`src/rtl/mdu_pkg.sv`:
```
// Shared definitions for the multiply/divide controller: operand widths,
// FUNCT/FUNCT2 codes, FSM state encoding and small decode helpers.
package mdu_pkg;

    localparam int XLEN    = 32;
    localparam int FUNCT_W = 6;

    // SPECIAL group (FUNCT)
    localparam logic [FUNCT_W-1:0] F_MULT  = 6'h18;
    localparam logic [FUNCT_W-1:0] F_MULTU = 6'h19;
    localparam logic [FUNCT_W-1:0] F_DIV   = 6'h1A;
    localparam logic [FUNCT_W-1:0] F_DIVU  = 6'h1B;

    // SPECIAL2 group (FUNCT2) carried with bit 5 set so the codes never alias
    // the SPECIAL group or the idle code 0 on mdu_funct.
    localparam logic [FUNCT_W-1:0] F_MADD  = 6'h20;
    localparam logic [FUNCT_W-1:0] F_MADDU = 6'h21;
    localparam logic [FUNCT_W-1:0] F_MUL   = 6'h22;
    localparam logic [FUNCT_W-1:0] F_MSUB  = 6'h24;
    localparam logic [FUNCT_W-1:0] F_MSUBU = 6'h25;

    localparam logic [FUNCT_W-1:0] F_NONE  = 6'h00;

    typedef enum logic [1:0] {
        ST_IDLE = 2'd0,
        ST_BUSY = 2'd1,
        ST_DONE = 2'd2
    } mdu_state_e;

    function automatic logic is_mdu_funct(input logic [FUNCT_W-1:0] f);
        case (f)
            F_MULT, F_MULTU, F_DIV, F_DIVU, F_MUL,
            F_MADD, F_MADDU, F_MSUB, F_MSUBU: return 1'b1;
            default:                          return 1'b0;
        endcase
    endfunction

    function automatic logic is_div_funct(input logic [FUNCT_W-1:0] f);
        return (f == F_DIV) || (f == F_DIVU);
    endfunction

endpackage

```
`src/rtl/mdu_hilo_regs.sv`:
```
// Architectural HI/LO registers. A result capture from the multiply/divide
// unit overrides an MTHI/MTLO commit arriving in the same cycle.
module mdu_hilo_regs
    import mdu_pkg::*;
(
    input  logic            clk,
    input  logic            rst,
    input  logic            cap_we,
    input  logic [XLEN-1:0] cap_hi,
    input  logic [XLEN-1:0] cap_lo,
    input  logic            wb_hi_we,
    input  logic            wb_lo_we,
    input  logic [XLEN-1:0] wb_data,
    output logic [XLEN-1:0] hi,
    output logic [XLEN-1:0] lo
);

    // HI/LO update: capture first, otherwise independent MTHI/MTLO writes
    always_ff @(posedge clk or posedge rst) begin
        if (rst) begin
            hi <= '0;
            lo <= '0;
        end else if (cap_we) begin
            hi <= cap_hi;
            lo <= cap_lo;
        end else begin
            if (wb_hi_we) hi <= wb_data;
            if (wb_lo_we) lo <= wb_data;
        end
    end

endmodule

```
`src/rtl/mult_div_ctrl.sv`:
```
// Multiply/divide sequencing controller: accepts EX-stage mult/div requests,
// stalls the pipeline while the external datapath works, commits results to
// HI/LO or the GPR path, and aborts on flush or on a BUSY-cycle timeout.
// Optional feature macro: MDU_DIV0_FAST_EN (divide-by-zero bypass).
//
// state | meaning
// IDLE  | waiting for a request; accept cycle stalls combinationally
// BUSY  | datapath running on latched funct/operands; timeout counter live
// DONE  | one-cycle commit slot; gpr_valid for MUL, datapath sees funct 0
module mult_div_ctrl
    import mdu_pkg::*;
#(
    parameter int DIV_TIMEOUT = 31
) (
    input  logic               clk,
    input  logic               rst,
    input  logic               flush,
    input  logic               req_valid,
    input  logic [FUNCT_W-1:0] req_funct,
    input  logic [XLEN-1:0]    req_op1,
    input  logic [XLEN-1:0]    req_op2,
    output logic               stall,
    output logic [XLEN-1:0]    gpr_result,
    output logic               gpr_valid,
    output logic [FUNCT_W-1:0] mdu_funct,
    output logic [XLEN-1:0]    mdu_op1,
    output logic [XLEN-1:0]    mdu_op2,
    output logic [XLEN-1:0]    mdu_hi,
    output logic [XLEN-1:0]    mdu_lo,
    output logic               mdu_flush,
    input  logic               mdu_done,
    input  logic [2*XLEN-1:0]  mdu_result,
    input  logic               wb_hi_we,
    input  logic               wb_lo_we,
    input  logic [XLEN-1:0]    wb_data,
    output logic [XLEN-1:0]    hi,
    output logic [XLEN-1:0]    lo,
    output logic               timeout
);

    localparam int CNT_W = $clog2(DIV_TIMEOUT + 1);

    mdu_state_e         state, state_nxt;
    logic [FUNCT_W-1:0] funct_q;
    logic [XLEN-1:0]    op1_q, op2_q;
    logic [CNT_W-1:0]   cnt_q;

    logic               accept;
    logic               cap_we;
    logic [XLEN-1:0]    cap_hi, cap_lo;
    logic               gpr_cap;

    // state register; async reset abandons any in-flight operation
    always_ff @(posedge clk or posedge rst) begin
        if (rst) state <= ST_IDLE;
        else     state <= state_nxt;
    end

    // next state, handshakes and capture strobes; flush overrides done/accept
    always_comb begin
        state_nxt = state;
        accept    = 1'b0;
        stall     = 1'b0;
        timeout   = 1'b0;
        gpr_valid = 1'b0;
        gpr_cap   = 1'b0;
        cap_we    = 1'b0;
        cap_hi    = mdu_result[2*XLEN-1:XLEN];
        cap_lo    = mdu_result[XLEN-1:0];
        mdu_funct = F_NONE;
        mdu_flush = rst | flush;

        case (state)
            ST_IDLE: begin
                if (!rst && !flush && req_valid && is_mdu_funct(req_funct)) begin
                    accept = 1'b1;
                    stall  = 1'b1;
`ifdef MDU_DIV0_FAST_EN
                    if (is_div_funct(req_funct) && (req_op2 == '0)) begin
                        state_nxt = ST_DONE;
                        cap_we    = 1'b1;
                        cap_hi    = req_op1;
                        cap_lo    = '1;
                    end else begin
                        state_nxt = ST_BUSY;
                    end
`else
                    state_nxt = ST_BUSY;
`endif
                end
            end
            ST_BUSY: begin
                stall     = 1'b1;
                mdu_funct = funct_q;
                if (flush) begin
                    state_nxt = ST_IDLE;
                end else if (mdu_done) begin
                    state_nxt = ST_DONE;
                    if (funct_q == F_MUL) gpr_cap = 1'b1;
                    else                  cap_we  = 1'b1;
                end else if (cnt_q == '0) begin
                    timeout   = 1'b1;
                    mdu_flush = 1'b1;
                    state_nxt = ST_IDLE;
                end
            end
            ST_DONE: begin
                gpr_valid = (funct_q == F_MUL) && !flush;
                state_nxt = ST_IDLE;
            end
            default: state_nxt = ST_IDLE;
        endcase
    end

    // request latch; operands stay on mdu_op1/op2, only funct is gated by BUSY
    always_ff @(posedge clk or posedge rst) begin
        if (rst) begin
            funct_q <= F_NONE;
            op1_q   <= '0;
            op2_q   <= '0;
        end else if (accept) begin
            funct_q <= req_funct;
            op1_q   <= req_op1;
            op2_q   <= req_op2;
        end
    end

    // BUSY-cycle down-counter; zero in BUSY marks the last allowed cycle
    always_ff @(posedge clk or posedge rst) begin
        if (rst) begin
            cnt_q <= '0;
        end else if (accept) begin
            cnt_q <= CNT_W'(DIV_TIMEOUT - 1);
        end else if ((state == ST_BUSY) && (cnt_q != '0)) begin
            cnt_q <= cnt_q - CNT_W'(1);
        end
    end

    // MUL result goes to the GPR path instead of HI/LO
    always_ff @(posedge clk or posedge rst) begin
        if (rst)          gpr_result <= '0;
        else if (gpr_cap) gpr_result <= mdu_result[XLEN-1:0];
    end

    assign mdu_op1 = op1_q;
    assign mdu_op2 = op2_q;
    assign mdu_hi  = hi;
    assign mdu_lo  = lo;

    mdu_hilo_regs u_hilo (
        .clk      (clk),
        .rst      (rst),
        .cap_we   (cap_we),
        .cap_hi   (cap_hi),
        .cap_lo   (cap_lo),
        .wb_hi_we (wb_hi_we),
        .wb_lo_we (wb_lo_we),
        .wb_data  (wb_data),
        .hi       (hi),
        .lo       (lo)
    );

endmodule

```
`config.mk`:
```
export PLATFORM = sky130hd
export DESIGN_NAME = mult_div_ctrl
export DESIGN_NICKNAME = d
export VERILOG_FILES = /design/src/rtl/mdu_pkg.sv /design/src/rtl/mdu_hilo_regs.sv /design/src/rtl/mult_div_ctrl.sv
export SDC_FILE = /design/constraint.sdc
export NUM_CORES = 1
export LEC_CHECK = 0
export CORE_AREA = 2 2 156 158
export DETAILED_ROUTE_END_ITERATION = 16
export DIE_AREA = 0 0 158 160
export PLACE_DENSITY = 0.69
export RECOVER_POWER = 50
export SKIP_LAST_GASP = 1
export SLEW_MARGIN = 25
export SYNTH_ARGS = -nofsm -noshare
export SYNTH_HDL_FRONTEND = slang
export SYNTH_HIERARCHICAL = 1
export SYNTH_SLANG_ARGS = --single-unit
```
`constraint.sdc`:
```
create_clock -name clk -period 4.7 [get_ports clk]
set_input_delay 0.94 -clock clk [delete_from_list [all_inputs] [get_ports clk]]
set_output_delay 0.94 -clock clk [all_outputs]
set_load 0.05 [all_outputs]
```
## Word-level counts from Yosys, hierarchy flattened

Cells that the tools add are included.

| operators by class | value |
|---|---|
| reductions and logical operators | 15 |
| muxes and demuxes | 34 |
| add/sub/neg operators | 1 |
| bitwise logic cells | 1 |
| equal/unequal tests | 14 |

Operators by type and width:

| kind | number |
|---|---|
| 2-to-1 mux 32 bit | 4 |
| equality test 6 bit, second input constant | 6 |
| equality test 6 x 5 -> 1 bit, second input constant | 4 |
| 2-to-1 mux 1 bit | 21 |
| 2-to-1 mux 5 bit | 2 |
| OR reduction 9 bit | 1 |
| 2-to-1 mux 2 bit | 4 |
| 2-to-1 mux 6 bit | 1 |
| nonzero test 2 bit | 3 |
| logical AND 1 bit | 5 |
| zero test 5 bit | 1 |
| nonzero test 5 bit | 1 |
| subtractor 5 x 1 -> 5 bit, second input constant | 1 |
| != test 4 bit, second input constant | 1 |
| case mux 2 bit (2 select lines) | 1 |
| equality test 2 x 1 -> 1 bit, second input constant | 1 |
| equality test 2 bit, second input constant | 1 |
| zero test 1 bit | 2 |
| zero test 2 bit | 1 |
| != test 2 bit, second input constant | 1 |
| case mux 1 bit (2 select lines) | 1 |
| AND reduction 2 bit | 1 |
| OR 1 bit | 1 |

| storage, ports and cells | value |
|---|---|
| logic and storage cells | 73 |
| output and inout bits | 234 |
| bits of input ports | 173 |
| register bits after elaboration | 173 |

## Logic depth before layout (Yosys ltp)

Gate-level depths: netlist (run 1).

| depth | value |
|---|---|
| word-level depth | 8 |
| depth in mapped cells | 7 |
| mapped depth without buffers | 6 |

## Cells and area by module

Netlist (run 1), hierarchy kept.

Modules (own cells, without submodules):

| module | cells each | seq. area each (um^2) | instances | area each (um^2) |
|---|---|---|---|---|
| mult_div_ctrl | 339 | 2727.6 | 1 | 4782.1 |
| mdu_hilo_regs | 279 | 1601.5 | 1 | 3019.1 |

## Worst setup path after synthesis (run 1)

OpenSTA, ideal clock, no wires.

| timing | value |
|---|---|
| kind | flip-flop to output port |
| start | register cnt_q[0] |
| end | output port mdu_flush |
| cell stages (with the launch flop) | 6 |
| arrival time | 3375 ps |
| setup slack | 385 ps |
| required time | 3760 ps |
| buffers on the path | 0 |
| path through | dfrtp_1 -> inv_1 -> ha_1 -> or4b_2 -> nor4_1 -> nand2b_1 |

| between the ends | value |
|---|---|
| cells in the longest elaborated chain, start to end | 5 |

RTL lines:

| what | RTL line | RTL |
|---|---|---|
| start: declaration | mult_div_ctrl.sv:46 | `logic [CNT_W-1:0] cnt_q;` |
| start signal: assignment | mult_div_ctrl.sv:133 | `cnt_q <= CNT_W'(DIV_TIMEOUT - 1);` |
| start signal: assignment | mult_div_ctrl.sv:135 | `cnt_q <= cnt_q - CNT_W'(1);` |
| zero test 5 bit | mult_div_ctrl.sv:101 | `end else if (cnt_q == '0) begin` |
| 2-to-1 mux 1 bit | mult_div_ctrl.sv:101 |  |
| 2-to-1 mux 1 bit | mult_div_ctrl.sv:97 | `end else if (mdu_done) begin` |
| 2-to-1 mux 1 bit | mult_div_ctrl.sv:95 | `if (flush) begin` |
| 2-to-1 mux 1 bit | mult_div_ctrl.sv:73 | `case (state)` |
| end: declaration | mult_div_ctrl.sv:30 | `output logic mdu_flush,` |

No other way between the ends.

## Worst setup path in the final report (run 1)

| timing | value |
|---|---|
| start | input port req_funct[3] |
| end | output port stall |

| between the ends | value |
|---|---|
| cells in the longest elaborated chain, start to end | 7 |
| elaborated cells between the ends (all ways) | 15 |
| classes of those cells | 9 x eq/ne; 4 x mux; 2 x reduce/logical |

RTL lines:

| what | RTL line | RTL |
|---|---|---|
| start: declaration | mult_div_ctrl.sv:19 | `input logic [FUNCT_W-1:0] req_funct,` |
| equality test 6 x 5 -> 1 bit / equality test 6 bit (equally long branches) | mdu_pkg.sv:31 | `case (f)` |
| OR reduction 9 bit (*) | mdu_pkg.sv:31 |  |
| 2-to-1 mux 1 bit (*) | mdu_pkg.sv:31 |  |
| 2-to-1 mux 1 bit (*) | mult_div_ctrl.sv:73 |  |
| logical AND 1 bit (*) | mult_div_ctrl.sv:75 | `if (!rst && !flush && req_valid && is_mdu_funct(req_funct)) begin` |
| 2-to-1 mux 1 bit (*) | mult_div_ctrl.sv:75 |  |
| case mux 1 bit (2 select lines) (*) | mult_div_ctrl.sv:73 |  |
| end: declaration | mult_div_ctrl.sv:22 | `output logic stall,` |

Mark *: on every way between the ends. The rest lies on a longest branch, timed or not. The select of a mux whose other input is x is not followed.

==> results of run 1 <==
[report_power, final]
part	total, mW	internal, mW	switching (mW)
Clock	1.54	0.905	0.637
Sequential	1.87	1.72	0.150
Combinational	1.93	0.676	1.25
[worst max-delay path: stages]
cell and delay [ns]:
clkdlybuf4s50_1 0.52, or4b_1 0.53, a21oi_1 0.27, o211ai_1 0.12, a21oi_1 0.20, clkdlybuf4s50_1 0.82
[per-layer routing]
layer | up-vias | global-route usage [%] | part of all wire, %
li1 | 2737 | - | -
met1 | 2802 | 21.8 | 42
met2 | 258 | 30.0 | 49
met3 | 10 | 6.40 | 8.7
met4 | 0 | 3.85 | 0.83
met5 | - | 0 | 0
[area by class of cell]
cell class,count,area share [%]
clock buffer,18,3.52
inverter,6,0.195
timing repair buffer,413,34.0
sequential,173,35.5
tap,324,3.33
clock inverter,13,1.64
multi-input combinational,341,21.8
[placed cells by master (no fill, tap or decap), drive strengths merged, types with 2 or more instances in the layout]
cell           synthesis  layout
a21oi                  2       2
a31oi                  2       2
and2                   5       5
buf                   97       8
bufinv                 0       4
clkbuf                 1      19
clkdlybuf4s50          0     296
clkinv                 0       2
dfrtp                173     173
dlygate4sd3            0     108
ha                     2       2
inv                    6      12
mux2                 101     101
mux2i                 65      65
nand2                 66      66
nand2b                 4       4
nor2                   7       7
nor2b                  2       2
nor3                   3       3
o21ai                 64      64
or2                    2       2
or4b                   3       3
xor2                   2       2
[synth_stat cells, drive strengths merged]
| cell | number |
|---|---|
| a211o | 1 |
| a21oi | 2 |
| a31oi | 2 |
| and2 | 5 |
| and3 | 1 |
| buf | 97 |
| clkbuf | 1 |
| dfrtp | 173 |
| ha | 2 |
| inv | 6 |
| mux2 | 101 |
| mux2i | 65 |
| nand2 | 66 |
| nand2b | 4 |
| nand3 | 1 |
| nand3b | 1 |
| nand4 | 1 |
| nor2 | 7 |
| nor2b | 2 |
| nor3 | 3 |
| nor3b | 1 |
| nor4 | 1 |
| nor4b | 1 |
| o2111a | 1 |
| o211ai | 1 |
| o21ai | 64 |
| or2 | 2 |
| or4b | 3 |
| xnor2 | 1 |
| xor2 | 2 |
[logic make-up (layout without fill, tap and decap cells)]
group	after synthesis	count (layout)
DFF	173	173
muxes	166	166
buffers and inverters	104	450
and+or+nand+nor	99	99
AOI/OAI and AO/OA	71	71
xor gates and xnor gates	3	3
adders and majority gates	2	2
[sequential cells by signal (all words and copies together) (netlist names)]
signal / cells
gpr_result: 32
mdu_op1: 32
mdu_op2: 32
u_hilo/hi: 32
u_hilo/lo: 32
funct_q: 6
cnt_q: 5
state: 2
[per-stage QoR]
stage | cells | worst slack (ns) | power, mW | hold slack (ns) | cell area (um^2)
2_1_floorplan | 618 | 0.385 | 3.18 | 0.463 | 7800
3_3_place_gp | 1257 | 0.371 | 3.88 | 0.468 | 11600
3_5_place_dp | 1257 | 0.347 | 3.89 | 0.475 | 11600
4_1_cts | 1288 | 0.339 | 5.47 | 0.492 | 12200
5_1_grt | 1288 | 0.231 | 5.58 | 0.507 | 12200
6_report | 1288 | 0.358 | 5.34 | 0.481 | 12200
[path summary, 6_finish.rpt]
check | endpoint | cells past startpoint | slack, ns
setup / recovery | stall | 6 | 0.36
hold / removal | mdu_op2[17] | 1 | 0.48
setup reg to reg | u_hilo/hi[30] | 5 | 1.60
hold reg to reg | mdu_op2[17] | 1 | 0.48
max in group asynchronous | u_hilo/hi[12] | 3 | 1.00
min in group asynchronous | u_hilo/hi[25] | 2 | 1.54
==> key figures, run 1 <==
Run status
  – Outcome: finished with violations
  – Failing checks: capacitance limit, slew limit

Setup path
  – WS Path Type: in2out
  – Reg2Reg Launch Point: state[1]
  – CP Launch Type: primary input
  – Worst Setup SP: req_funct[3]
  – CP endpoint kind: primary output
  – CP required: 3.76 ns
  – WP data arrival: 3.40 ns
  – Critical path fanouts, max: 6

Synth
  – Synthesis-stage register bit count: 173
  – Synth Area in Compound Gates: 4.76%
  – Syn_nets: slightly below 800
  – Synth area leader: dfrtp_1
  – Seq/Total Area, Yosys: 55.5%
  – Simple-Gate Fraction of Synth Area: 5.74%
  – Yosys warns: 6
  – Adder-cell share of the synthesized area: 0.321%
  – Combinational family with the most area after synthesis: multiplexers
  – Cells after synthesis: 618
  – Syn_area_per_cell: 12.6 um^2
  – Mux cell area share after synthesis: 22.9%
  – Cell variety after synth: 36
  – Post-Synth XOR/XNOR Area: 0.337%
  – Share of the synthesized area in the top cell type: roughly 55%
  – Largest cells by area after synthesis: dfrtp_1 (55%), mux2_2 (9.7%), mux2i_1 (8.3%), buf_4 (6.4%), mux2_1 (4.9%)
  – Mapped Area: 7800 um^2

Drt
  – Vias per cell: 4.51
  – DR vias: 5807
  – DRT iter0 DRCs: 177
  – DRC errors left: 0
  – Routed len/inst: 17.6 um
  – Drt first pass iters: 4
  – Antenna viol nets, final: 0
  – Total Wirelength: 22.7 mm

Clock tree
  – Post-CTS resize count: 0
  – Worst-path clk slew: 0.07 ns
  – H-Tree Depth: 4
  – Max clock buf depth: 2
  – TritonCTS clock tree: built
  – Clock latency at the later pin of the worst-skew pair: 0.42 ns
  – Post-CTS Setup Bufs: 0
  – Clock Tree Root: clkbuf_16
  – Clk sinks: 173
  – Inserted Clock Buffers: 17
  – Post-CTS Hold Buffers: 0

Timing
  – Tcrit/Tclk final: 92.4%
  – Final Slew Violations: approximately 150
  – RSZ-0062 raised after global routing: no
  – Worst Skew: 0.0134 ns
  – Relative slew slack: -66.7%
  – Minimum clock period: 4.34 ns
  – Worst slew pin tran: about 2.5 ns
  – F_max: about 230 MHz
  – Setup TNS: 0 ns
  – Final Hold Viols: 0
  – Final setup viols: 0

Floorplanning
  – Core Footprint: 23800 um^2
  – Die area: 25300 um^2
  – Die H: 160 um
  – Core Rows: between 50 and 60
  – Boundary pin count: 407
  – Die Wd: ~160 um
  – Starting density of the core: ~33%

Global routing
  – Largest net degree at the start of global routing: 76
  – Global-route wire length before repair: 34.4 mm
  – Vias in the first global route: 6012
  – Total track usage: 17.8%
  – Grt total ovfl: 0
  – Initial antenna violation count: 0

Finish
  – # fillers: 2161
  – Diode count: 0
  – Multi-input gate area: 2660 um^2
  – Layout cells sized above 1: 11.5%
  – Sequential Area: 4330 um^2
  – Fin util: roughly 51%
  – Final nets: 1127
  – Area Overhead vs Synth: 56.3%

Power and ir drop
  – Leak: between 5 and 6 nW
  – Power Dens Cells: 438 nW/um^2
  – Worst IR drop on VDD: 0.344 mV

Placed design
  – IO buf count: 406
  – Hpwl dp: 16.8 mm
  – GP Congestion: 0.783

Min path
  – Hold_sp: mdu_op2[17]
  – Worst min-delay path class: reg2reg

Job
  – Max-cap violations: 4
Power figures use the tool's default switching activity.
==> run 2: changes to the inputs <==
--- a/config.mk
+++ b/config.mk
@@ -5,6 +5,7 @@
 export SDC_FILE = /design/constraint.sdc
 export NUM_CORES = 1
 export LEC_CHECK = 0
+export CAP_MARGIN = 10
 export CORE_AREA = 2 2 156 158
 export DETAILED_ROUTE_END_ITERATION = 16
 export DIE_AREA = 0 0 158 160
==> results of run 2 <==
Final layout, timing and power as in run 1 (identical DEF).
